**config.mk**
```make
export PLATFORM = sky130hd
export DESIGN_NAME = epass_reader_flat
export DESIGN_NICKNAME = d
export VERILOG_FILES = /design/src/rtl/epass_reader_if.sv /design/src/rtl/epass_reader.sv /design/src/flat_wrapper.sv
export SDC_FILE = /design/constraint.sdc
export NUM_CORES = 1
export LEC_CHECK = 0
export ABC_AREA = 1
export ABC_CLOCK_PERIOD_IN_PS = 3800
export BUFFER_PORTS_ARGS = -buffer_cell sky130_fd_sc_hd__buf_2
export CORE_ASPECT_RATIO = 1.5
export CORE_MARGIN = 8
export CORE_UTILIZATION = 38
export CTS_CLUSTER_SIZE = 14
export DETAILED_ROUTE_END_ITERATION = 7
export PLACE_DENSITY_LB_ADDON = 0.12
export SLEW_MARGIN = 15
export SYNTH_ARGS = -nofsm -noshare
export SYNTH_HDL_FRONTEND = slang
export SYNTH_SLANG_ARGS = --single-unit
```
**constraint.sdc**
```tcl
create_clock -name clk -period 3.8 [get_ports clk]
set_input_delay 0.76 -clock clk [delete_from_list [all_inputs] [get_ports clk]]
set_output_delay 0.76 -clock clk [all_outputs]
set_load 0.005 [all_outputs]
```
**src/rtl/epass_reader_if.sv**
```systemverilog
// Signal bundle between the E-pass reader and its surroundings:
// the serial line from the RFID transceiver, the acknowledge from the
// ETC controller, and the published verdict.
interface epass_reader_if;
    logic        rx;
    logic        clear;
    logic [1:0]  valid_Epass;
    logic [31:0] tag_id;
    logic        result_stb;

    // Reader side: consumes the line and the acknowledge, drives the verdict.
    modport slave (
        input  rx,
        input  clear,
        output valid_Epass,
        output tag_id,
        output result_stb
    );

    // Environment side: drives the line and the acknowledge, observes the verdict.
    modport master (
        output rx,
        output clear,
        input  valid_Epass,
        input  tag_id,
        input  result_stb
    );
endinterface

```
**src/rtl/epass_reader.sv**
```systemverilog
// E-pass tag reader: 8N1 UART receiver, 8-byte frame parser with XOR
// checksum, toll comparison and a held, acknowledgeable verdict.
module epass_reader #(
    parameter int SYS_FREQ     = 50000000,
    parameter int BAUD         = 9600,
    parameter int TOLL         = 20,
    parameter int TIMEOUT_BITS = 20,
    parameter int HOLD_CYCLES  = 100000000
) (
    input  logic          clk,
    input  logic          reset,
    epass_reader_if.slave bus
);
    localparam int CLKS_PER_BIT = SYS_FREQ / BAUD;
    localparam int BAUD_W       = $clog2(CLKS_PER_BIT);
    localparam int TO_CYCLES    = TIMEOUT_BITS * CLKS_PER_BIT;
    localparam int TO_W         = $clog2(TO_CYCLES + 1);
    localparam int HOLD_W       = $clog2(HOLD_CYCLES + 1);

    localparam logic [BAUD_W-1:0] BAUD_HALF = BAUD_W'(CLKS_PER_BIT / 2 - 1);
    localparam logic [BAUD_W-1:0] BAUD_LAST = BAUD_W'(CLKS_PER_BIT - 1);
    localparam logic [TO_W-1:0]   TO_LIMIT  = TO_W'(TO_CYCLES);
    localparam logic [HOLD_W-1:0] HOLD_LAST = HOLD_W'(HOLD_CYCLES - 1);
    localparam logic [7:0]        TOLL_B    = 8'(TOLL);

    localparam logic [7:0] STX = 8'h02;
    localparam logic [7:0] ETX = 8'h03;

    localparam logic [1:0] V_NONE = 2'b00;
    localparam logic [1:0] V_PAID = 2'b01;
    localparam logic [1:0] V_LOW  = 2'b10;
    localparam logic [1:0] V_ERR  = 2'b11;

    typedef enum logic [1:0] {U_IDLE, U_START, U_DATA, U_STOP} uart_state_t;
    typedef enum logic [2:0] {P_HUNT, P_ID, P_BAL, P_CHK, P_ETX} parse_state_t;

    // Paid/low-balance decision for a frame whose checksum and ETX are good.
    function automatic logic [1:0] balance_verdict(input logic [7:0] bal);
        if (bal >= TOLL_B) begin
            balance_verdict = V_PAID;
        end else begin
            balance_verdict = V_LOW;
        end
    endfunction

    // ---------------- UART receiver ----------------
    logic              r_rx_meta;
    logic              r_rx_sync;
    logic              r_rx_prev;
    uart_state_t       r_u_state;
    uart_state_t       w_u_next;
    logic              w_sample;
    logic              w_fall;
    logic [BAUD_W-1:0] r_baud_cnt;
    logic [2:0]        r_bit_idx;
    logic [7:0]        r_shift;
    logic              r_byte_valid;
    logic              r_ferr;

    assign w_fall = r_rx_prev & ~r_rx_sync;

    // Two-flop synchroniser for the asynchronous line plus a delayed copy for edge detection.
    always_ff @(posedge clk) begin
        if (reset) begin
            r_rx_meta <= 1'b1;
            r_rx_sync <= 1'b1;
            r_rx_prev <= 1'b1;
        end else begin
            r_rx_meta <= bus.rx;
            r_rx_sync <= r_rx_meta;
            r_rx_prev <= r_rx_sync;
        end
    end

    // UART state register.
    always_ff @(posedge clk) begin
        if (reset) begin
            r_u_state <= U_IDLE;
        end else begin
            r_u_state <= w_u_next;
        end
    end

    // UART next state and the per-bit sampling strobe.
    always_comb begin
        w_u_next = r_u_state;
        w_sample = 1'b0;
        case (r_u_state)
            U_IDLE: begin
                if (w_fall) begin
                    w_u_next = U_START;
                end else begin
                    w_u_next = U_IDLE;
                end
            end
            U_START: begin
                if (r_baud_cnt == BAUD_HALF) begin
                    w_sample = 1'b1;
                    // A start bit that is high again at its midpoint was a glitch.
                    if (r_rx_sync) begin
                        w_u_next = U_IDLE;
                    end else begin
                        w_u_next = U_DATA;
                    end
                end else begin
                    w_u_next = U_START;
                end
            end
            U_DATA: begin
                if (r_baud_cnt == BAUD_LAST) begin
                    w_sample = 1'b1;
                    if (r_bit_idx == 3'd7) begin
                        w_u_next = U_STOP;
                    end else begin
                        w_u_next = U_DATA;
                    end
                end else begin
                    w_u_next = U_DATA;
                end
            end
            U_STOP: begin
                if (r_baud_cnt == BAUD_LAST) begin
                    w_sample = 1'b1;
                    w_u_next = U_IDLE;
                end else begin
                    w_u_next = U_STOP;
                end
            end
            default: begin
                w_u_next = U_IDLE;
            end
        endcase
    end

    // Baud timing, bit shifting and byte/framing-error pulses.
    always_ff @(posedge clk) begin
        if (reset) begin
            r_baud_cnt   <= '0;
            r_bit_idx    <= 3'd0;
            r_shift      <= 8'h00;
            r_byte_valid <= 1'b0;
            r_ferr       <= 1'b0;
        end else begin
            r_byte_valid <= 1'b0;
            r_ferr       <= 1'b0;
            if ((r_u_state == U_IDLE) || w_sample) begin
                r_baud_cnt <= '0;
            end else begin
                r_baud_cnt <= r_baud_cnt + BAUD_W'(1);
            end
            if (r_u_state == U_START) begin
                r_bit_idx <= 3'd0;
            end else if ((r_u_state == U_DATA) && w_sample) begin
                r_shift <= {r_rx_sync, r_shift[7:1]};
                if (r_bit_idx != 3'd7) begin
                    r_bit_idx <= r_bit_idx + 3'd1;
                end else begin
                    r_bit_idx <= r_bit_idx;
                end
            end else if ((r_u_state == U_STOP) && w_sample) begin
                r_byte_valid <= r_rx_sync;
                r_ferr       <= ~r_rx_sync;
            end else begin
                r_bit_idx <= r_bit_idx;
            end
        end
    end

    // ---------------- Frame parser ----------------
    parse_state_t    r_p_state;
    parse_state_t    w_p_next;
    logic [1:0]      r_idx;
    logic [1:0]      w_idx_next;
    logic [31:0]     r_id;
    logic [31:0]     w_id_next;
    logic [7:0]      r_bal;
    logic [7:0]      w_bal_next;
    logic [7:0]      r_acc;
    logic [7:0]      w_acc_next;
    logic            r_chk_ok;
    logic            w_chk_ok_next;
    logic [TO_W-1:0] r_to_cnt;
    logic            w_timeout;
    logic            w_pub;
    logic [1:0]      w_pub_code;
    logic            w_tag_load;

    assign w_timeout = (r_p_state != P_HUNT) && (r_to_cnt == TO_LIMIT) && !r_byte_valid;

    // Parser state and frame field registers.
    always_ff @(posedge clk) begin
        if (reset) begin
            r_p_state <= P_HUNT;
            r_idx     <= 2'd0;
            r_id      <= 32'h0000_0000;
            r_bal     <= 8'h00;
            r_acc     <= 8'h00;
            r_chk_ok  <= 1'b0;
        end else begin
            r_p_state <= w_p_next;
            r_idx     <= w_idx_next;
            r_id      <= w_id_next;
            r_bal     <= w_bal_next;
            r_acc     <= w_acc_next;
            r_chk_ok  <= w_chk_ok_next;
        end
    end

    // Inter-byte gap counter; idle in HUNT, restarted by every byte, saturating.
    always_ff @(posedge clk) begin
        if (reset) begin
            r_to_cnt <= '0;
        end else if ((r_p_state == P_HUNT) || r_byte_valid) begin
            r_to_cnt <= '0;
        end else if (r_to_cnt != TO_LIMIT) begin
            r_to_cnt <= r_to_cnt + TO_W'(1);
        end else begin
            r_to_cnt <= r_to_cnt;
        end
    end

    // Parser next state, field capture and verdict decision.
    always_comb begin
        w_p_next      = r_p_state;
        w_idx_next    = r_idx;
        w_id_next     = r_id;
        w_bal_next    = r_bal;
        w_acc_next    = r_acc;
        w_chk_ok_next = r_chk_ok;
        w_pub         = 1'b0;
        w_pub_code    = V_NONE;
        w_tag_load    = 1'b0;
        if ((r_p_state != P_HUNT) && (r_ferr || w_timeout)) begin
            w_pub      = 1'b1;
            w_pub_code = V_ERR;
            w_p_next   = P_HUNT;
        end else if (r_byte_valid) begin
            case (r_p_state)
                P_HUNT: begin
                    if (r_shift == STX) begin
                        w_p_next   = P_ID;
                        w_idx_next = 2'd0;
                        w_acc_next = 8'h00;
                    end else begin
                        w_p_next = P_HUNT;
                    end
                end
                P_ID: begin
                    if (r_shift == STX) begin
                        w_p_next   = P_ID;
                        w_idx_next = 2'd0;
                        w_acc_next = 8'h00;
                    end else begin
                        w_id_next  = {r_id[23:0], r_shift};
                        w_acc_next = r_acc ^ r_shift;
                        if (r_idx == 2'd3) begin
                            w_p_next = P_BAL;
                        end else begin
                            w_idx_next = r_idx + 2'd1;
                        end
                    end
                end
                P_BAL: begin
                    if (r_shift == STX) begin
                        w_p_next   = P_ID;
                        w_idx_next = 2'd0;
                        w_acc_next = 8'h00;
                    end else begin
                        w_bal_next = r_shift;
                        w_acc_next = r_acc ^ r_shift;
                        w_p_next   = P_CHK;
                    end
                end
                P_CHK: begin
                    // Any value, 0x02 included, is a legitimate checksum here.
                    w_chk_ok_next = (r_shift == r_acc);
                    w_p_next      = P_ETX;
                end
                P_ETX: begin
                    if (r_shift == STX) begin
                        w_p_next   = P_ID;
                        w_idx_next = 2'd0;
                        w_acc_next = 8'h00;
                    end else begin
                        w_pub    = 1'b1;
                        w_p_next = P_HUNT;
                        if ((r_shift == ETX) && r_chk_ok) begin
                            w_tag_load = 1'b1;
                            w_pub_code = balance_verdict(r_bal);
                        end else begin
                            w_pub_code = V_ERR;
                        end
                    end
                end
                default: begin
                    w_p_next = P_HUNT;
                end
            endcase
        end else begin
            w_p_next = r_p_state;
        end
    end

    // ---------------- Verdict publication and hold ----------------
    logic [1:0]        r_valid;
    logic [31:0]       r_tag;
    logic              r_stb;
    logic [HOLD_W-1:0] r_hold_cnt;

    // Publish verdicts; a new verdict beats clear, otherwise clear or hold expiry drop it.
    always_ff @(posedge clk) begin
        if (reset) begin
            r_valid    <= V_NONE;
            r_tag      <= 32'h0000_0000;
            r_stb      <= 1'b0;
            r_hold_cnt <= '0;
        end else begin
            r_stb <= w_pub;
            if (w_pub) begin
                r_valid    <= w_pub_code;
                r_hold_cnt <= '0;
                if (w_tag_load) begin
                    r_tag <= r_id;
                end else begin
                    r_tag <= r_tag;
                end
            end else if (r_valid != V_NONE) begin
                if (bus.clear || (r_hold_cnt == HOLD_LAST)) begin
                    r_valid    <= V_NONE;
                    r_hold_cnt <= '0;
                end else begin
                    r_hold_cnt <= r_hold_cnt + HOLD_W'(1);
                end
            end else begin
                r_hold_cnt <= '0;
            end
        end
    end

    assign bus.valid_Epass = r_valid;
    assign bus.tag_id      = r_tag;
    assign bus.result_stb  = r_stb;

endmodule

```
**src/flat_wrapper.sv**
```systemverilog
// flat-port wrapper written by rule: the top's interface ports become plain ports
module epass_reader_flat 
#(
    parameter int SYS_FREQ     = 50000000,
    parameter int BAUD         = 9600,
    parameter int TOLL         = 20,
    parameter int TIMEOUT_BITS = 20,
    parameter int HOLD_CYCLES  = 100000000
)
  (clk, reset, bus_rx, bus_clear, bus_valid_Epass, bus_tag_id, bus_result_stb);
  epass_reader_if bus_i ();
  input  logic clk;
  input  logic reset;
  input wire logic [$bits(bus_i.rx)-1:0] bus_rx;
  input wire logic [$bits(bus_i.clear)-1:0] bus_clear;
  output wire logic [$bits(bus_i.valid_Epass)-1:0] bus_valid_Epass;
  output wire logic [$bits(bus_i.tag_id)-1:0] bus_tag_id;
  output wire logic [$bits(bus_i.result_stb)-1:0] bus_result_stb;
  assign bus_i.rx = bus_rx;
  assign bus_i.clear = bus_clear;
  assign bus_valid_Epass = bus_i.valid_Epass;
  assign bus_tag_id = bus_i.tag_id;
  assign bus_result_stb = bus_i.result_stb;
  epass_reader #(.SYS_FREQ(SYS_FREQ), .BAUD(BAUD), .TOLL(TOLL), .TIMEOUT_BITS(TIMEOUT_BITS), .HOLD_CYCLES(HOLD_CYCLES)) u_core (.clk(clk), .reset(reset), .bus(bus_i));
endmodule
```
# Word level (Yosys, flattened, before mapping)
# Cells that the tools add are included.
[word_totals] elab_cells=135 output_inout_bits=35 regBits=164
[classes] bitwise=8 reduce_logical=39 n_addsub=5 magnitude_cmp=1 mux=40 eq_ne=22
[ops] cell="2-bit two-way mux" count=16
[ops] cell="27-bit by 1-bit adder with 27-bit output, second input constant" count=1
[ops] cell="27-bit equality test, second input constant" count=1
[ops] cell="17-bit by 1-bit adder with 17-bit output, second input constant" count=1
[ops] cell="17-bit equality test, second input constant" count=1
[ops] cell="17-bit inequality test, second input constant" count=1
[ops] cell="8-bit by 2-bit equality test with 1-bit output, second input constant" count=2
[ops] cell="8-bit two-way mux" count=2
[ops] cell="8-bit case mux with 2 select lines" count=1
[ops] cell="1-bit two-way mux" count=15
[ops] cell="2-bit OR reduction" count=7
[ops] cell="13-bit by 1-bit adder with 13-bit output, second input constant" count=1
[ops] cell="13-bit by 12-bit equality test with 1-bit output, second input constant" count=1
[ops] cell="13-bit equality test, second input constant" count=1
[ops] cell="3-bit case mux with 4 select lines" count=1
[ops] cell="4-bit AND reduction" count=3
[ops] cell="2-bit AND reduction" count=5
[ops] cell="2-bit nonzero test" count=5
[ops] cell="8-bit equality test" count=1
[ops] cell="8-bit by 5-bit greater-or-equal comparator with 1-bit output, second input constant" count=1
[ops] cell="2-bit case mux with 4 select lines" count=1
[ops] cell="4-bit OR reduction" count=2
[ops] cell="8-bit bitwise XOR" count=1
[ops] cell="2-bit equality test, second input constant" count=3
[ops] cell="24 further kinds" count=41

# Depth between registers and ports, before layout
# Gate-level depths: netlist of run 1.
[logic_depth] ltp_word=8 mapped_depth=11 ltp_nobuf=11

# Worst setup path after synthesis of run 1
# Ideal clock, no wire load.
[synth_path] path_kind="input-to-reg" start="input port reset" end="register u_core.r_to_cnt[3]" arrival_time_ns=1.554 path_slack_ns=2.118 required_time_ns=3.672 cell_stages=5 path_cell_list="clkbuf_1 -> inv_2 -> nand2_1 -> clkbuf_1 -> nor2_1"
[synth_via] elab_chain_cells=1
[synth_lines] item="start: declaration" line="flat_wrapper.sv:13" rtl="input logic reset;"
[synth_lines] item="2-bit OR reduction (no source line)"
[synth_lines] item="end signal: assignment" line="epass_reader.sv:216" rtl="r_to_cnt <= r_to_cnt + TO_W'(1);"
[synth_lines] item="end signal: assignment" line="epass_reader.sv:218" rtl="r_to_cnt <= r_to_cnt;"
[synth_lines] item="end: declaration" line="epass_reader.sv:182" rtl="logic [TO_W-1:0] r_to_cnt;"
# Every way passes these cells.
# A chain may end at the register's enable or synchronous reset.

# Final worst setup path of run 1
[layout_path] start="register u_core.r_shift[5]" end="register u_core.r_id[2]"
[layout_via] elab_chain_cells=3
[layout_lines] item="start: declaration" line="epass_reader.sv:56" rtl="logic [7:0] r_shift;"
[layout_lines] item="start signal: assignment" line="epass_reader.sv:154" rtl="r_shift <= {r_rx_sync, r_shift[7:1]};"
[layout_lines] item="8-bit by 2-bit equality test with 1-bit output" line="epass_reader.sv:249" rtl="if (r_shift == STX) begin"
[layout_lines] item="1-bit inverter (no source line)"
[layout_lines] item="4-bit AND reduction (no source line)"
[layout_lines] item="end signal: assignment" line="epass_reader.sv:202" rtl="r_id <= w_id_next;"
[layout_lines] item="end: declaration" line="epass_reader.sv:174" rtl="logic [31:0] r_id;"
# Every way passes these cells.

==> results of run 1 <==
## registers in the layout, summed over array words and instances (netlist names)
signal                  count
u_core.r_byte_valid         1
u_core.bus.tag_id          32
u_core.r_ferr               1
u_core.r_hold_cnt          27
u_core.r_chk_ok             1
u_core.r_acc                8
u_core.r_bal                6
u_core.r_baud_cnt          13
u_core.r_p_state            3
u_core.bus.valid_Epass      2
u_core.r_bit_idx            3
u_core.bus.result_stb       1
u_core.r_u_state            2
u_core.r_shift              8
u_core.r_rx_prev            1
u_core.r_to_cnt            17
u_core.r_id                32
u_core.r_rx_meta            1
u_core.r_idx                2
u_core.r_rx_sync            1
## synth_stat cells (10+ instances only)
| library cell | count |
|---|---|
| sky130_fd_sc_hd__inv_1 | 136 |
| sky130_fd_sc_hd__xnor2_1 | 16 |
| sky130_fd_sc_hd__a21oi_1 | 78 |
| sky130_fd_sc_hd__nand3_1 | 43 |
| sky130_fd_sc_hd__nand4_1 | 11 |
| sky130_fd_sc_hd__xor2_1 | 27 |
| sky130_fd_sc_hd__dfxtp_1 | 162 |
| sky130_fd_sc_hd__nor2_4 | 15 |
| sky130_fd_sc_hd__clkbuf_1 | 10 |
| sky130_fd_sc_hd__nor3_1 | 21 |
| sky130_fd_sc_hd__nor2_2 | 11 |
| sky130_fd_sc_hd__nand2_1 | 184 |
| sky130_fd_sc_hd__nor2_1 | 154 |
| sky130_fd_sc_hd__o21ai_0 | 60 |
## metal layers
metal	part of all wire [%]	wire, microns	GRT usage [%]
met1	40	6250	14.2
met2	55	8470	26.4
met4	2.0	305	6.04
met3	3.3	513	3.27
met5	0	0	0
## final timing paths
path / start / end / slack (ps) / depth (start not counted)
hold / removal: u_core.r_rx_meta$_SDFF_PP1_ / u_core.r_rx_sync$_SDFF_PP1_ / 410 / 1
setup / recovery: u_core.r_shift[5]$_SDFFE_PP0P_ / u_core.r_id[2]$_SDFFE_PP0P_ / 1680 / 7
setup reg to reg: u_core.r_shift[5]$_SDFFE_PP0P_ / u_core.r_id[2]$_SDFFE_PP0P_ / 1680 / 7
hold reg to reg: u_core.r_rx_meta$_SDFF_PP1_ / u_core.r_rx_sync$_SDFF_PP1_ / 410 / 1
## layout make-up
cell class,instances,share of cell area [%]
multi-input combinational,662,40.8
sequential,162,39.1
inverter,140,6.34
clock buffer,20,5.39
tap,256,3.87
timing repair buffer,41,2.72
clock inverter,12,1.78
## logic make-up after synthesis
logic type | Yosys count | synth area share [%]
DFF | 162 | 44.4
and+or+nand+nor | 467 | 29.5
AOI/OAI and AO/OA | 145 | 10.4
buffers and inverters | 169 | 9.46
adders and majority gates | 7 | 1.20
xor gates and xnor gates | 43 | 5.15
## stage by stage
step                hold WS (ps)  instance area, sq um
floorplan                    389                  7310
global placement             395                  7690
detailed placement           400                  7690
CTS                          416                  8290
global route                 432                  8290
finish                       410                  8290
## power by group through the flow
stage / logic (W) / clock network, W / registers (W)
4_1_cts: 0.0000496 / 0.00180 / 0.00170
2_1_floorplan: 0.0000378 / 0 / 0.00174
3_3_place_gp: 0.0000497 / 0 / 0.00174
5_1_grt: 0.0000560 / 0.00187 / 0.00170
6_report: 0.0000481 / 0.00174 / 0.00170
3_5_place_dp: 0.0000498 / 0 / 0.00174
## worst max-delay path, delay by kind of cell, from the launching register on
| kind | cells | cell delay (ps) |
|---|---|---|
| simple gates | 5 | 1040 |
| flops | 1 | 450 |
| compound gates | 2 | 460 |
## cells in the final DEF (no fill, tap or decap), types with 2 or more instances in the layout
cell type / instances
sky130_fd_sc_hd__buf_2: 38
sky130_fd_sc_hd__buf_4: 2
sky130_fd_sc_hd__nand4_1: 11
sky130_fd_sc_hd__nand3_1: 43
sky130_fd_sc_hd__nor3_2: 2
sky130_fd_sc_hd__dfxtp_1: 162
sky130_fd_sc_hd__ha_1: 7
sky130_fd_sc_hd__inv_8: 2
sky130_fd_sc_hd__nor2_1: 154
sky130_fd_sc_hd__inv_2: 4
sky130_fd_sc_hd__nor2_8: 2
sky130_fd_sc_hd__clkbuf_1: 2
sky130_fd_sc_hd__clkbuf_16: 17
sky130_fd_sc_hd__xor2_1: 27
sky130_fd_sc_hd__or2_2: 5
sky130_fd_sc_hd__bufinv_16: 2
sky130_fd_sc_hd__xnor2_1: 16
sky130_fd_sc_hd__inv_1: 136
sky130_fd_sc_hd__nor4_1: 3
sky130_fd_sc_hd__nor2_4: 15
sky130_fd_sc_hd__inv_6: 4
sky130_fd_sc_hd__nand2_1: 184
sky130_fd_sc_hd__nor2_2: 11
sky130_fd_sc_hd__nor3_1: 21
sky130_fd_sc_hd__nand3b_1: 4
sky130_fd_sc_hd__a21oi_1: 78
sky130_fd_sc_hd__o21ai_0: 60
sky130_fd_sc_hd__clkinv_4: 2
sky130_fd_sc_hd__nand2_2: 6
==> Flow_metrics.wiki, run 1 <==
{| class="wikitable"
! Metric !! Value
|-
| Remaining number of nets flagged by the antenna check after routing || 0
|-
| Worst-Margin Slew || 985 ps
|-
| Antenna violations before repair || 0
|-
| Min setup slack post-route || 1680 ps
|-
| Number of hold violations in the final report || 0
|-
| Number of buffers on the longest clock path || 2
|-
| DR pass1 iterations || 4
|-
| Final wirelength || 15.5 mm
|-
| Clock latency reported for the late side of the worst-skew pair || 430 ps
|-
| Number of vias per cell || 4.54
|-
| Clock tree from TritonCTS || done
|-
| Internal || 0.00272 W
|-
| Post-synth net total || 1004
|-
| Slowest Stage Delay on Critical Path || 570 ps
|-
| Pin count of the biggest net entering global routing || 66
|-
| Critical path cell sequence || nor2_1, nand2_2, nor2_8, nor2_1, nand2_2, o21ai_0, a21oi_1
|-
| IO Count || 39
|-
| Wire length of the first global-routing pass || 26.7 mm
|-
| Max-Slew Margin vs Limit || 34.1%
|-
| Number of port buffers || 38
|-
| Summed instance area of the synthesized netlist || 7310 sq um
|-
| Number of enable flip-flop cells after synthesis || 0
|-
| Die outline height || 186 microns
|-
| Highest Clock Rate || 472 MHz
|-
| Area of the multi-input gates || 3380 sq um
|-
| Async SR Flop Fraction || 0%
|-
| Fin nets || 1035
|-
| CTS HTree Levels || 4
|-
| Final core occ || 43.6%
|-
| Critical path capture point type || flip-flop
|-
| Number of instances in the placed design || 1261
|-
| Total GRT Usage || 14.0%
|-
| Switching power total || 0.000767 W
|-
| Biggest area contributors in the synthesized netlist || sky130_fd_sc_hd__dfxtp_1 44%, sky130_fd_sc_hd__nand2_1 9.4%, sky130_fd_sc_hd__nor2_1 7.9%
|-
| Vias after detailed routing || 5867
|-
| Starting Density || 38.5%
|-
| Number of instances resized during post-cts repair || 0
|-
| Register bit count reported by yosys || 162
|-
| Total CTS buffers || 17
|-
| Number of clock sinks || 162
|-
| Share of post-route cells with drive strength above 1 || 12.0%
|-
| Outcome || finished clean
|-
| Number of different library cells in the post-synthesis netlist || 40
|-
| Arrival time reported for the critical path endpoint || 2400 ps
|-
| Pwr Total || 0.00349 W
|-
| Die area || 24000 sq um
|-
| Reg area || 3240 sq um
|-
| Core region area || 19000 sq um
|-
| Post-layout instance count excluding filler cells || 1293
|-
| Final cycle utilization of the critical path || 55.8%
|-
| Leakage component of the power || 3.15 nW
|-
| RSZ-0062 raised after global routing || no
|-
| Worst-path clk slew || 70 ps
|-
| Width of the die || 129 microns
|-
| Clock power share || 49.8%
|-
| Max-cap viol count || 0
|-
| Class of the worst hold path || reg2reg
|-
| Share of total power consumed by net switching || 22.0%
|-
| Max-slew violation total from the final report || 0
|-
| CTS Root Cell || sky130_fd_sc_hd__clkbuf_16
|-
| Sequential element share of the synthesized area || 44.4%
|-
| Drt drc || 0
|-
| Worst-path fanout max || 64
|-
| Sequential power share || 48.8%
|-
| Number of setup violations in the final report || 0
|-
| Standard cell with the maximum stage delay on the critical path || sky130_fd_sc_hd__nand2_2
|-
| Total number of yosys warnings || 0
|-
| Synth Instances || 993
|-
| First DRT Iteration DRCs || 325
|-
| Number of setup buffers added after CTS || 0
|-
| Most used DFF post-synth || sky130_fd_sc_hd__dfxtp_1
|-
| Highest ir drop seen on vdd || 0.000238 V
|-
| Post-synthesis to final-layout area growth || 13.3%
|-
| Number of buffers added to fix hold violations after cts || 0
|-
| Mean Syn Cell Area || 7.36 sq um
|-
| Placer congestion estimate || 0.751
|-
| Combinational group share of total power || 1.4%
|-
| Cell Rows || 62
|-
| Power density over the cells || 421 nW/um^2
|-
| Worst Setup Path Type || reg2reg
|-
| Final global-route overflow total || 0
|-
| Proportion of netlist area held by the largest area contributor || 44.4%
|-
| Average wire per cell in the routed design || 12.0 microns
|-
| Fill cell total of the finished layout || 1986
|-
| Worst setup slack after placement || 1500 ps
|-
| Min Tclk post-route || 2120 ps
|-
| Worst Skew || 6.47 ps
|-
| Type of element launching the critical path || flip-flop
|-
| Antenna diode count || 0
|-
| Setup TNS || 0 ps
|-
| Biggest area consumer among synthesized cells || sky130_fd_sc_hd__dfxtp_1
|-
| Via count of the first global-routing pass || 5737
|-
| Worst path required time || 4080 ps
|-
| Post-DP HPWL || 11.3 mm
|}
(Power assumes the default switching activity.)
==> run 2: changes to the inputs <==
- ABC_AREA: 1 -> 0
- ABC_CLOCK_PERIOD_IN_PS: 3800 -> 1980
- clock period: 3.8 -> 1.98 ns (I/O delays scaled with it)
==> run 2 against run 1 <==
Total power increased by 93%; highest routed layer unchanged; largest cell class unchanged; largest power group unchanged; die area decreased by 6.0%; sequential share of layout area increased by 1.5 points.
==> Flow_metrics.wiki, run 2 <==
{| class="wikitable"
! Metric !! Value
|-
| Outcome || finished clean
|-
| Max-Slew Margin vs Limit || 60.7%
|-
| Final global-route overflow total || 0
|-
| Met2 demand-to-capacity share in global routing || 24.6%
|-
| Cell Rows || 60
|-
| Via count of the first global-routing pass || 5324
|-
| Switching power total || 0.00154 W
|-
| Arrival time reported for the critical path endpoint || 2190 ps
|-
| Xor/xnor cell area share of the yosys netlist || 7.71%
|-
| Max-cap viol count || 0
|-
| Combinational group share of total power || 1.0%
|-
| Highest ir drop seen on vdd || 0.000490 V
|-
| Number of cells traversed by the worst hold path || 2
|-
| Die outline height || 180 microns
|-
| First DRT Iteration DRCs || 323
|-
| Fin nets || 818
|-
| Commonest non-fill, non-tap cell in the layout || sky130_fd_sc_hd__dfxtp_1
|-
| Core region area || 17800 sq um
|-
| Average wire per cell in the routed design || 14.7 microns
|-
| Vias after detailed routing || 5321
|-
| Worst setup slack after placement || 17.7 ps
|-
| Leakage component of the power || 2.88 nW
|-
| Mean Syn Cell Area || 8.94 sq um
|-
| Number of cells traversed by the worst register-to-register path || 6
|-
| Met1 routing resource usage after global routing || 15.8%
|-
| Total number of yosys warnings || 0
|-
| Met3 capacity usage during global routing || 3.29%
|-
| Area fraction in and, or, nand and nor cells after synthesis || 25.3%
|-
| Width of the die || 125 microns
|-
| Die area || 22600 sq um
|-
| Pwr Total || 0.00674 W
|-
| Routing layer with the top usage in global route || met2
|-
| CTS Root Cell || sky130_fd_sc_hd__clkbuf_16
|-
| Final wirelength || 15.3 mm
|-
| Register bit count reported by yosys || 162
|-
| Class of the worst hold path || in2reg
|-
| Area of the multi-input gates || 3360 sq um
|-
| Min Tclk post-route || 1830 ps
|-
| CTS HTree Levels || 4
|-
| Share of total power consumed by net switching || 22.8%
|-
| Worst-Margin Slew || 590 ps
|-
| DR pass1 iterations || 4
|-
| Most frequent cells after synthesis || 162 x sky130_fd_sc_hd__dfxtp_1, 124 x sky130_fd_sc_hd__nor2_1, 102 x sky130_fd_sc_hd__nand2_1, 51 x sky130_fd_sc_hd__a21oi_1, 48 x sky130_fd_sc_hd__mux2i_1
|-
| Post-synthesis to final-layout area growth || 17.0%
|-
| Drt drc || 0
|-
| Internal || 0.00520 W
|-
| Pin count of the biggest net entering global routing || 87
|-
| Final cycle utilization of the critical path || 92.6%
|-
| Worst-path fanout max || 32
|-
| Number of enable flip-flop cells after synthesis || 0
|-
| Cell area reported after detailed placement || 7310 sq um
|-
| Critical path capture point type || flip-flop
|-
| Starting Density || 38.3%
|-
| Clock latency reported for the late side of the worst-skew pair || 430 ps
|-
| Post-DP HPWL || 10.4 mm
|-
| Number of buffers on the longest clock path || 2
|-
| Type of element launching the critical path || flip-flop
|-
| Reg area || 3240 sq um
|-
| Remaining number of nets flagged by the antenna check after routing || 0
|-
| Worst-path clk slew || 70 ps
|-
| Share of synthesized cell area in full adder, half adder and majority cells || 1.28%
|-
| Post-layout instance count excluding filler cells || 1037
|-
| Biggest area contributors in the synthesized netlist || sky130_fd_sc_hd__dfxtp_1 48%, sky130_fd_sc_hd__mux2i_1 7.0%, sky130_fd_sc_hd__nor2_1 6.8%
|-
| Portion of netlist area occupied by mux cells || 7.04%
|-
| Worst Skew || 11.3 ps
|-
| IO Count || 39
|-
| Highest Clock Rate || 545 MHz
|-
| Number of hold violations in the final report || 0
|-
| Commonest cells after routing, fill and taps aside || 162 x sky130_fd_sc_hd__dfxtp_1, 124 x sky130_fd_sc_hd__nor2_1, 102 x sky130_fd_sc_hd__nand2_1, 51 x sky130_fd_sc_hd__a21oi_1, 48 x sky130_fd_sc_hd__mux2i_1
|-
| Number of different library cells in the post-synthesis netlist || 52
|-
| Summed instance area of the synthesized netlist || 6820 sq um
|-
| Placer congestion estimate || 0.795
|-
| Worst Setup Path Type || reg2reg
|-
| RSZ-0062 raised after global routing || no
|-
| Clock tree from TritonCTS || done
|-
| Clock power share || 50.6%
|-
| Number of vias per cell || 5.13
|-
| Fill cell total of the finished layout || 1718
|-
| Compound-cell area share of the yosys netlist || 7.23%
|-
| Post-synth net total || 774
|-
| Main combinational cell family by area after synthesis || simple AND/OR/NAND/NOR gates
|-
| Worst path required time || 2330 ps
|-
| Total CTS buffers || 17
|-
| Number of port buffers || 38
|-
| Power density over the cells || 845 nW/um^2
|-
| Antenna diode count || 0
|-
| Min setup slack post-route || 146 ps
|-
| Finished layout cell area || 7980 sq um
|-
| Sequential power share || 48.4%
|-
| Cell with the most instances after synthesis || sky130_fd_sc_hd__dfxtp_1
|-
| Number of clock sinks || 162
|-
| Number of instances in the placed design || 1004
|-
| Sequential element share of the synthesized area || 47.6%
|-
| Setup TNS || 0 ps
|-
| Total GRT Usage || 13.9%
|-
| Async SR Flop Fraction || 0%
|-
| Share of post-route cells with drive strength above 1 || 14.5%
|-
| Biggest area consumer among synthesized cells || sky130_fd_sc_hd__dfxtp_1
|-
| Number of setup violations in the final report || 0
|-
| Wire length of the first global-routing pass || 25.6 mm
|-
| Number of setup buffers added after CTS || 0
|-
| Proportion of netlist area held by the largest area contributor || 47.6%
|-
| Antenna violations before repair || 0
|-
| Max-slew violation total from the final report || 0
|-
| Most used DFF post-synth || sky130_fd_sc_hd__dfxtp_1
|-
| Synth Instances || 763
|}
==> run 2: cell count changes in the layout (fill, tap and decap cells not counted), sizes merged, moves of 12 or more <==
cell   previous run  this run
o21ai            61         8
mux2i             0        48
buf              41        67
a21oi            80        51
inv             146        16
xnor2            16        28
nor3             24        12
nand3            45        29
nand2           191       102
nor2            182       124
==> run 2: layout make-up <==
class	instances	share of cell area [%]
inverter	9	0.424
timing repair buffer	67	5.58
clock buffer	17	5.33
multi-input combinational	550	42.2
sequential	162	40.7
tap	217	3.40
clock inverter	15	2.42
==> run 2: final timing paths <==
path,from,to,slack [ps]
worst min register to register,u_core.r_rx_meta$_SDFF_PP1_,u_core.r_rx_sync$_SDFF_PP1_,430
worst min-delay path,bus_rx,u_core.r_rx_meta$_SDFF_PP1_,160
worst max register to register,u_core.r_p_state[1]$_SDFFE_PP0P_,u_core.bus.tag_id[20]$_SDFFE_PP0P_,150
worst max-delay path,u_core.r_p_state[1]$_SDFFE_PP0P_,u_core.bus.tag_id[20]$_SDFFE_PP0P_,150
==> run 2: per-layer routing <==
metal | vias to the layer above | routed length [microns]
li1 | 2686 | -
met1 | 2542 | 6760
met2 | 77 | 7750
met3 | 16 | 524
met4 | 0 | 235
met5 | - | 0
==> run 2: kinds of logic after synthesis <==
| group | Yosys count |
|---|---|
| DFF | 162 |
| and+or+nand+nor | 351 |
| xor gates and xnor gates | 60 |
| buffers and inverters | 52 |
| adders and majority gates | 7 |
| AOI/OAI and AO/OA | 83 |
| muxes | 48 |
==> run 2: metrics by stage <==
step / hold slack [ps] / util, %
6_report: 156 / 44.8
5_1_grt: 138 / 44.8
4_1_cts: 136 / 44.6
3_5_place_dp: 417 / 41.1
3_3_place_gp: 415 / 41.1
2_1_floorplan: 389 / -
==> run 2: critical path, stage by stage, from the launching register on <==
cell and delay [ps]:
sky130_fd_sc_hd__dfxtp_1 360, sky130_fd_sc_hd__or2_2 310, sky130_fd_sc_hd__a211oi_2 380, sky130_fd_sc_hd__and3_1 280
sky130_fd_sc_hd__buf_12 190, sky130_fd_sc_hd__nand2_1 70, sky130_fd_sc_hd__a21oi_1 150
==> run 2: power by group through the flow <==
| stage | Sequential (W) | Combinational [W] | Clock, W |
|---|---|---|---|
| finish | 0.00326 | 0.0000668 | 0.00341 |
| global placement | 0.00334 | 0.0000614 | 0 |
| detailed placement | 0.00334 | 0.0000625 | 0 |
| CTS | 0.00326 | 0.0000627 | 0.00351 |
| global route | 0.00326 | 0.0000733 | 0.00363 |
| floorplan | 0.00334 | 0.0000436 | 0 |
==> run 2: timing repair <==
| item | CTS | global route |
|---|---|---|
| setup endpoints to repair | 4 | 41 |
| hold buffers | 0 | 0 |
| gates cloned | 0 | 1 |
| gates resized for setup | 1 | 6 |
| pin swaps | 0 | 1 |
==> run 3: changes to the inputs <==
- ABC_CLOCK_PERIOD_IN_PS: 1980 -> 1900
- clock period: 1.98 -> 1.9 ns (I/O delays scaled with it)
==> run 3 against run 2 <==
Design area rose by 0.66%; total power rose by 0.87%; register-to-register slack about the same; utilization up 0.30 points; largest cell class unchanged.
==> Flow_metrics.wiki, run 3 (synthesis gave the netlist of run 2 again) <==
{| class="wikitable"
! Metric !! Value
|-
| Worst-path clk slew || 70 ps
|-
| Number of setup violations in the final report || 0
|-
| First DRT Iteration DRCs || 232
|-
| Critical path capture point type || flip-flop
|-
| Pin count of the biggest net entering global routing || 82
|-
| Arrival time reported for the critical path endpoint || 2050 ps
|-
| Number of clock sinks || 162
|-
| DR pass1 iterations || 4
|-
| Placer congestion estimate || 0.823
|-
| Starting Density || 38.3%
|-
| Min Tclk post-route || 1760 ps
|-
| Worst Setup Path Type || reg2reg
|-
| Width of the die || 125 microns
|-
| IO Count || 39
|-
| Highest Clock Rate || 567 MHz
|-
| Worst path required time || 2190 ps
|-
| Final cycle utilization of the critical path || 92.9%
|-
| Number of buffers on the longest clock path || 2
|-
| Final wirelength || 14.7 mm
|-
| Die outline height || 180 microns
|-
| Final Hold Slack || 134 ps
|-
| Remaining number of nets flagged by the antenna check after routing || 0
|-
| Die area || 22600 sq um
|-
| CTS Root Cell || sky130_fd_sc_hd__clkbuf_16
|-
| Antenna diode count || 0
|-
| Via count of the first global-routing pass || 5113
|-
| Wire length of the first global-routing pass || 24.5 mm
|-
| Average wire per cell in the routed design || 14.1 microns
|-
| Number of vias per cell || 5.04
|-
| Fin nets || 824
|-
| CTS HTree Levels || 4
|-
| RSZ-0062 raised after global routing || yes
|-
| Antenna violations before repair || 0
|-
| Leakage component of the power || 2.90 nW
|-
| Final global-route overflow total || 0
|-
| Worst Skew || 12.9 ps
|-
| Clock tree from TritonCTS || done
|-
| Class of the worst hold path || in2reg
|-
| Max-slew violation total from the final report || 0
|-
| Max-Slew Margin vs Limit || 44.8%
|-
| Number of port buffers || 38
|-
| Min setup slack post-route || 136 ps
|-
| Core region area || 17800 sq um
|-
| Total CTS buffers || 17
|-
| Highest ir drop seen on vdd || 0.000510 V
|-
| Commonest non-fill, non-tap cell in the layout || sky130_fd_sc_hd__dfxtp_1
|-
| Worst-path fanout max || 32
|-
| Drt drc || 0
|-
| Power density over the cells || 847 nW/um^2
|-
| Outcome || finished clean
|-
| Cell Rows || 60
|-
| Type of element launching the critical path || flip-flop
|-
| Total GRT Usage || 13.2%
|-
| Worst setup slack after placement || 10.7 ps
|-
| Clock latency reported for the late side of the worst-skew pair || 430 ps
|-
| Commonest cells after routing, fill and taps aside || 160 x sky130_fd_sc_hd__dfxtp_1, 124 x sky130_fd_sc_hd__nor2_1, 102 x sky130_fd_sc_hd__nand2_1, 51 x sky130_fd_sc_hd__a21oi_1, 48 x sky130_fd_sc_hd__mux2i_1
|-
| Vias after detailed routing || 5255
|-
| Worst-Margin Slew || 828 ps
|-
| Max-cap viol count || 0
|-
| Post-DP HPWL || 10.2 mm
|-
| Share of post-route cells with drive strength above 1 || 15.7%
|-
| Number of hold violations in the final report || 0
|-
| Post-synthesis to final-layout area growth || 17.7%
|-
| Number of buffers added to fix hold violations after cts || 0
|}
-- run 3: cell types whose count changed in the layout (fill, tap and decap cells not counted), moves of 2 or more --
cell,delta
sky130_fd_sc_hd__buf_4,+7
sky130_fd_sc_hd__inv_8,+2
sky130_fd_sc_hd__dfxtp_1,-2
sky130_fd_sc_hd__inv_6,-3
sky130_fd_sc_hd__clkinv_8,+2
sky130_fd_sc_hd__bufinv_16,-2
sky130_fd_sc_hd__dfxtp_2,+2
-- run 3: what timing repair did --
| item | CTS | global route |
|---|---|---|
| setup buffers | 0 | 0 |
| gates resized for setup | 1 | 13 |
| pin swaps | 0 | 4 |
| endpoints found under the setup margin | 11 | 92 |
-- run 3: through the flow --
step | utilization (%) | total power [W] | instances | TNS, ps | area, sq um
final | 45.1 | 0.00680 | 1043 | 0 | 8030
after global placement | 41.4 | 0.00354 | 1011 | 0 | 7360
after detailed placement | 41.4 | 0.00354 | 1011 | 0 | 7360
after global routing | 45.1 | 0.00705 | 1043 | -45.0 | 8030
after CTS | 44.7 | 0.00690 | 1043 | 0 | 7960
after floorplan | - | 0.00352 | 763 | 0 | 6820
-- run 3: power by group --
part / internal [W] / switching (W)
Combinational: 0.0000181 / 0.0000461
Sequential: 0.00340 / 0.00000359
Clock: 0.00176 / 0.00157
-- run 3: per-layer routing --
layer,GRT usage (%),routed length (microns),vias to the layer above
met2,23.0,7480,48
li1,-,-,2688
met5,0,0,-
met4,4.31,146,0
met3,3.82,433,9
met1,15.0,6650,2510
-- run 3: worst paths after layout --
check / startpoint / cells past startpoint / to / slack (ps)
max: u_core.r_shift[7]$_SDFFE_PP0P_ / 6 / u_core.r_id[4]$_SDFFE_PP0P_ / 140
min: bus_rx / 2 / u_core.r_rx_meta$_SDFF_PP1_ / 130
max reg2reg: u_core.r_shift[7]$_SDFFE_PP0P_ / 6 / u_core.r_id[4]$_SDFFE_PP0P_ / 140
min reg2reg: u_core.r_rx_meta$_SDFF_PP1_ / 1 / u_core.r_rx_sync$_SDFF_PP1_ / 420
-- run 3: critical path, stage by stage (launching register included) --
cell and delay, ps:
sky130_fd_sc_hd__dfxtp_1 420, sky130_fd_sc_hd__nor4_4 60, sky130_fd_sc_hd__and2_1 250, sky130_fd_sc_hd__nor4_4 300
sky130_fd_sc_hd__buf_12 280, sky130_fd_sc_hd__mux2i_1 220, sky130_fd_sc_hd__nor2_1 50
-- run 3: cell type report --
cell class	instances	area [sq um]
Clock inverter	15	170
Inverter	9	33.8
Multi-Input combinational cell	549	3380
Sequential cell	162	3250
Fill cell	1747	9760
Timing Repair Buffer	74	498
Clock buffer	17	425
Tap cell	217	272
